**config.mk**
```make
export PLATFORM = sky130hd
export DESIGN_NAME = bus_xfer_ctrl
export DESIGN_NICKNAME = d
export VERILOG_FILES = /design/src/rtl/bus_xfer_ctrl.sv
export SDC_FILE = /design/constraint.sdc
export NUM_CORES = 1
export LEC_CHECK = 0
export ABC_AREA = 1
export BUFFER_PORTS_ARGS = -buffer_cell sky130_fd_sc_hd__buf_2
export CORE_ASPECT_RATIO = 0.7
export CORE_UTILIZATION = 45
export DETAILED_ROUTE_END_ITERATION = 6
export PLACE_DENSITY_LB_ADDON = 0.1
export RECOVER_POWER = 50
export SLEW_MARGIN = 20
export SYNTH_ARGS = -nofsm -noshare
export SYNTH_HDL_FRONTEND = slang
export SYNTH_SLANG_ARGS = --single-unit
```
**constraint.sdc**
```tcl
create_clock -name i_w_clk -period 5.1 [get_ports i_w_clk]
set_clock_uncertainty 0.2 [all_clocks]
set_input_delay 0.51 -clock i_w_clk [delete_from_list [all_inputs] [get_ports i_w_clk]]
set_output_delay 0.51 -clock i_w_clk [all_outputs]
set_load 0.03 [all_outputs]
```
**src/rtl/bus_xfer_ctrl.sv**
```systemverilog
// rtl/bus_xfer_ctrl.sv - round-robin sequencer driving one-hot oe/we for register-to-register bus moves
module bus_xfer_ctrl #(
  parameter int p_num_regs  = 4,
  parameter int p_sel_width = 2
) (
  input  logic                   i_w_clk,
  input  logic                   i_w_reset,
  input  logic                   i_w_req_a,
  input  logic [p_sel_width-1:0] i_w_src_a,
  input  logic [p_sel_width-1:0] i_w_dst_a,
  output logic                   o_w_gnt_a,
  input  logic                   i_w_req_b,
  input  logic [p_sel_width-1:0] i_w_src_b,
  input  logic [p_sel_width-1:0] i_w_dst_b,
  output logic                   o_w_gnt_b,
  output logic [p_num_regs-1:0]  o_w_oe,
  output logic [p_num_regs-1:0]  o_w_we,
  output logic                   o_w_busy,
  output logic                   o_w_done,
  output logic                   o_w_err,
  output logic                   o_w_owner
);

  typedef enum logic [2:0] {S_IDLE, S_DRIVE, S_WRITE, S_DONE, S_ERR} state_t;

  state_t                 state_q, state_d;
  logic                   prio_b_q, prio_b_d;
  logic                   owner_q, owner_d;
  logic [p_sel_width-1:0] src_q, src_d, dst_q, dst_d;
  logic [p_num_regs-1:0]  oe_q, oe_d, we_q, we_d;
  logic                   done_q, done_d, err_q, err_d;
  logic                   gnt_a, gnt_b, legal;
  logic [p_sel_width-1:0] sel_src, sel_dst;

  always_comb begin
    state_d  = state_q;
    prio_b_d = prio_b_q;
    owner_d  = owner_q;
    src_d    = src_q;
    dst_d    = dst_q;
    oe_d     = '0;
    we_d     = '0;

    gnt_a   = (state_q == S_IDLE) && i_w_req_a && (!i_w_req_b || !prio_b_q);
    gnt_b   = (state_q == S_IDLE) && i_w_req_b && (!i_w_req_a || prio_b_q);
    sel_src = gnt_b ? i_w_src_b : i_w_src_a;
    sel_dst = gnt_b ? i_w_dst_b : i_w_dst_a;
    legal   = (sel_src != sel_dst) && (32'(sel_src) < p_num_regs) &&
              (32'(sel_dst) < p_num_regs);

    case (state_q)
      S_IDLE: begin
        if (gnt_a || gnt_b) begin
          src_d    = sel_src;
          dst_d    = sel_dst;
          owner_d  = gnt_b;
          // Winner loses priority so a held competitor goes next.
          prio_b_d = gnt_a;
          state_d  = legal ? S_DRIVE : S_ERR;
        end
      end
      S_DRIVE: state_d = S_WRITE;
      S_WRITE: state_d = S_DONE;
      S_DONE:  state_d = S_IDLE;
      S_ERR:   state_d = S_IDLE;
      default: state_d = S_IDLE;
    endcase

    // Outputs are decoded from the next state so they launch from flops.
    for (int i = 0; i < p_num_regs; i++) begin
      oe_d[i] = ((state_d == S_DRIVE) || (state_d == S_WRITE)) &&
                (src_d == p_sel_width'(i));
      we_d[i] = (state_d == S_WRITE) && (dst_d == p_sel_width'(i));
    end
    done_d = (state_d == S_DONE);
    err_d  = (state_d == S_ERR);
  end

  always_ff @(posedge i_w_clk or posedge i_w_reset) begin
    if (i_w_reset) begin
      state_q  <= S_IDLE;
      prio_b_q <= 1'b0;
      owner_q  <= 1'b0;
      src_q    <= '0;
      dst_q    <= '0;
      oe_q     <= '0;
      we_q     <= '0;
      done_q   <= 1'b0;
      err_q    <= 1'b0;
    end else begin
      state_q  <= state_d;
      prio_b_q <= prio_b_d;
      owner_q  <= owner_d;
      src_q    <= src_d;
      dst_q    <= dst_d;
      oe_q     <= oe_d;
      we_q     <= we_d;
      done_q   <= done_d;
      err_q    <= err_d;
    end
  end

  assign o_w_gnt_a = gnt_a;
  assign o_w_gnt_b = gnt_b;
  assign o_w_oe    = oe_q;
  assign o_w_we    = we_q;
  assign o_w_busy  = (state_q != S_IDLE);
  assign o_w_done  = done_q;
  assign o_w_err   = err_q;
  assign o_w_owner = owner_q;

endmodule

```
# Word-level counts from Yosys, hierarchy flattened
# Cells that the tools add are included.
dict set report totals {
  in_bits 12
  out_inout_bits 14
  regBits 19
}
dict set report op_classes {
  n_eq_ne 13
  muxes 9
  reduce_logical 24
}
# operator n
set ops {}
lappend ops {{$logic_and 1x1->1} 12}
lappend ops {{$mux 2} 6}
lappend ops {{$eq 3x2->1 const B} 3}
lappend ops {{$pmux 3 s3} 1}
lappend ops {{$eq 2x2->1 const B} 4}
lappend ops {{$eq 3x1->1 const B} 2}
lappend ops {{$mux 3} 2}
lappend ops {{$eq 2x1->1 const B} 2}
lappend ops {{$logic_not 2->1} 2}
lappend ops {{$logic_or 1x1->1} 4}
lappend ops {{$eq 3x3->1 const B} 1}
lappend ops {{$logic_not 1->1} 3}
lappend ops {{$logic_not 3->1} 1}
lappend ops {{$reduce_bool 3->1} 1}
lappend ops {{$ne 2x2->1} 1}
lappend ops {{$reduce_and 2->1} 1}

# Longest topological paths before layout
dict set report depth {
  ltp_word 11
  mapped_depth 13
}

# Least setup slack after synthesis
# Ideal clock, no wire load.
dict set report synth_timing {
  kind {reg-to-reg}
  startpoint {reg state_q[0]}
  endpoint {reg oe_q[3] (netlist: o_w_oe[3])}
  path_buffers 0
  setup_time_ns 0.123
  path_slack_ns 3.129
  stages_incl_launch_ff 11
  arrival_ns 1.647
  cell_sequence {dfrtp_1 inv_1 nand3_2 nor2_2 inv_2 nand2_4 nand2_1 o21ai_1 inv_1 nand2_1 a21oi_1}
}
dict set report synth_via {
  elab_cells_between_ends 21
}
# item line
set synth_rtl {}
lappend synth_rtl {{start, declared} 26} ;# state_t state_q, state_d;
lappend synth_rtl {{start signal, assigned} 91} ;# state_q <= state_d;
lappend synth_rtl {{$logic_not 3->1} 44} ;# gnt_a = (state_q == S_IDLE) && i_w_req_a && (!i_w_req_b || !prio_b_q);
lappend synth_rtl {{$logic_and 1x1->1 (2 in series)} 44}
lappend synth_rtl {{named net o_w_gnt_a} 11} ;# output logic o_w_gnt_a,
lappend synth_rtl {{$logic_or 1x1->1} 53} ;# if (gnt_a || gnt_b) begin
lappend synth_rtl {{$mux 2} 53}
lappend synth_rtl {{$mux 2} 51} ;# case (state_q)
lappend synth_rtl {{named net src_d[1]} 29} ;# logic [p_sel_width-1:0] src_q, src_d, dst_q, dst_d;
lappend synth_rtl {{$eq 2x2->1} 72} ;# (src_d == p_sel_width'(i));
lappend synth_rtl {{$logic_and 1x1->1} 71} ;# oe_d[i] = ((state_d == S_DRIVE) || (state_d == S_WRITE)) &&
lappend synth_rtl {{named net oe_d[3]} 30} ;# logic [p_num_regs-1:0] oe_q, oe_d, we_q, we_d;
lappend synth_rtl {{end signal, assigned} 86} ;# oe_q <= '0;
lappend synth_rtl {{end signal, assigned} 96} ;# oe_q <= oe_d;
lappend synth_rtl {{end, declared} 30}
# The timed path passes the listed nets, and every way through them passes these cells.
# A chain may end at the register's enable or synchronous reset.

# Worst setup path after layout
dict set report layout_timing {
  startpoint {reg state_q[2]}
  endpoint {out o_w_gnt_b}
}
dict set report layout_via {
  elab_chain_len 3
}
# item line
set layout_rtl {}
lappend layout_rtl {{$logic_not 3->1} 45} ;# gnt_b = (state_q == S_IDLE) && i_w_req_b && (!i_w_req_a || prio_b_q);
lappend layout_rtl {{$logic_and 1x1->1 (2 in series)} 45}
lappend layout_rtl {{end, declared} 15} ;# output logic o_w_gnt_b,
# No other way between the ends.

==> results.yml <==
critical_path:
  cpPeakStageDelay_ps: 460
  cp.required_ps: 4390
  path_cells: "inv_1, nand2_2, nor2_1, nand2_1, inv_1, buf_2"
  critPathKind: "reg -> out"
  reg2reg_slack_ps: 2710
  timing.rr.end: "o_w_oe[3]"
  critPathLaunchType: "flop"
  endpoint_kind: "output port"
  reg2reg_depth: 10
  r2r_start: "state_q[2]"
  crit_path_top_delay_cell: "nand2_1"
  cp_max_fo: 15
  crit_top_cell: "inv_1"
  worstPathArrival_ps: 2090
timing:
  setup_viol: 0
  rsz0062_at_grt: "no"
  slew_viol_final: 0
  finalSetupTns_ps: 0
  period_minus_slack_ps: 2800
  layout_setup_ws_ps: 2300
  report.final.hold_viol_count: 0
  hold_slack_ps: 102
  fmax_mhz: 357
  slew_headroom_pct: 55.4
  worstMarginPinSlew_ps: 668
  finalCritPeriodShare_pct: 54.9
global_routing:
  grt_pass1_vias: 669
  grt_pass1_wl_um: 2840
  grt_util_met1_pct: 22.5
  track_usage_pct: 17.4
  use_met2_pct: 29.5
  grt_max_degree: 20
  busiest_layer: "met2"
  use_met3_pct: 6.77
  grt_antenna_before_repair: 0
  globalRouteOverflowTotal: 0
synth:
  synthDistinctLibCells: 21
  synth_commonest_cells: "nand2_1, dfrtp_1, inv_1"
  ys_warn_count: 0
  synth_seq_cells: 19
  synth_top_area_cell: "dfrtp_1"
  ys.flop_type: "dfrtp_1"
  synth_edf_count: 0
  async_flop_share_pct: 100
  synth_fp_nets: 119
  syn_inst: 107
  yosysSeqAreaShare_pct: 51.3
  synth.area.top_cells: "dfrtp_1, nand2_1, inv_1, o21ai_2, nand2_4"
  synth.top_cell.area_share_pct: 51.3
  avgSynthCellArea_um2: 8.66
  synth_area_um2: 927
  yosysMostFrequentCell: "nand2_1"
place:
  placed_area_mm2: 0.00107
  portBuffers: 25
  dp_hpwl_um: 1290
  routabilityCongestion: 0.725
  place_ws_ps: 3000
route:
  viasPerCell: 4.66
  wl_um: 1620
  drc: 0
  drt_pass1_iterations: 4
  vias: 732
  wl_per_cell_um: 10.3
  ant_nets: 0
  drt-initial-drc-count: 11
clock_tree:
  tritoncts: "built"
  clk_pin_slew_ps: 100
  cts_setup_buffers: 0
  clkSinkCount: 19
  clk_path_buf_depth: 2
  postCtsHoldBufs: 0
  htree_levels: 1
  clock_latency_ps: 290
  root_buffer: "clkbuf_4"
  ctsResizeCount: 0
  cts_buffers: 3
pwr:
  p_leak_nw: 0.618
  powerDensity_mw_per_mm2: 613
  peakVddDrop_mv: 0.373
die:
  start_util_pct: 48.7
  dieArea_mm2: 0.00225
  num_rows: 13
  pin_count: 26
  design.core.area_mm2: 0.00190
  die_x_um: 56.3
  dieHeight_um: 40.0
finish:
  final_util_pct: 56.5
  n_antenna_cell: 0
  finalInstanceArea_mm2: 0.00108
  fin_nets: 148
  post_route_cells_drive_above_1_share_pct: 31.1
  syn_to_final_growth_pct: 16.1
hold_path:
  hold_class: "in -> async"
flow_run:
  maxCapViolCount: 0
status:
  outcome: "finished, final reports clean"
==> state kept, by name, indices dropped and copies added, names as in the netlist <==
| register | count |
|---|---|
| src_q | 2 |
| o_w_err | 1 |
| o_w_owner | 1 |
| o_w_done | 1 |
| o_w_oe | 4 |
| dst_q | 2 |
| state_q | 3 |
| prio_b_q | 1 |
| o_w_we | 4 |
==> per-layer routing <==
metal	up-vias	wire length (µm)
met5	-	0
met2	15	738
met1	335	793
li1	382	-
met4	0	0
met3	0	86
==> critical path: cells and delay by family, from the launching register on <==
| family | cells | cell delay [ps] |
|---|---|---|
| simple gates | 3 | 880 |
| flops | 1 | 390 |
| buf+inv | 3 | 530 |
==> layout make-up <==
| cell class | instances | area [µm²] |
|---|---|---|
| flip-flops and latches | 19 | 475 |
| repair buffers | 25 | 121 |
| fillers | 183 | 827 |
| well taps | 22 | 27.5 |
| multi-input cells | 70 | 362 |
| clock buffers | 4 | 26.3 |
| inverters | 17 | 63.8 |
==> power breakdown <==
group,leakage [nW],switching [mW],internal (mW)
sequential,0.241,0.0201,0.209
combinational,0.362,0.259,0.100
clock,0.0150,0.0412,0.0304
==> cell families after synthesis <==
family                 count (synthesis)  synth area share [%]
AO/OA/AOI/OAI                         14                  11.1
flip-flops                            19                  51.3
AND/OR/NAND/NOR                       56                  29.6
buffers and inverters                 18                  8.10
==> per-stage QoR <==
| step | std cells | total power [mW] |
|---|---|---|
| 3_3_place_gp | 153 | 0.604 |
| 2_1_floorplan | 107 | 0.531 |
| 3_5_place_dp | 153 | 0.610 |
| 4_1_cts | 157 | 0.682 |
| 6_report | 157 | 0.660 |
| 5_1_grt | 157 | 0.722 |
==> how the worst max path moves through the flow <==
stage	startpoint	endpoint	slack (ps)	cells after the start
detailed placement	i_w_req_a	o_w_gnt_b	3000	5
global route	state_q[2]	o_w_gnt_b	2110	6
floorplan	state_q[0]	o_w_oe[3]	3130	10
finish	state_q[2]	o_w_gnt_b	2300	6
global placement	i_w_req_a	o_w_gnt_b	3040	5
CTS	state_q[2]	o_w_gnt_b	2860	6
==> cell usage in the layout, fill, tap and decap left out, drive strengths merged <==
cell type	instances
nand2	40
nand3b	2
dfrtp	19
inv	17
nor2	8
nand3	4
or2	1
a21oi	7
buf	22
nor3	1
clkbuf	7
a21boi	1
o21ai	6
Note: power is estimated with default switching activity, not from simulation.
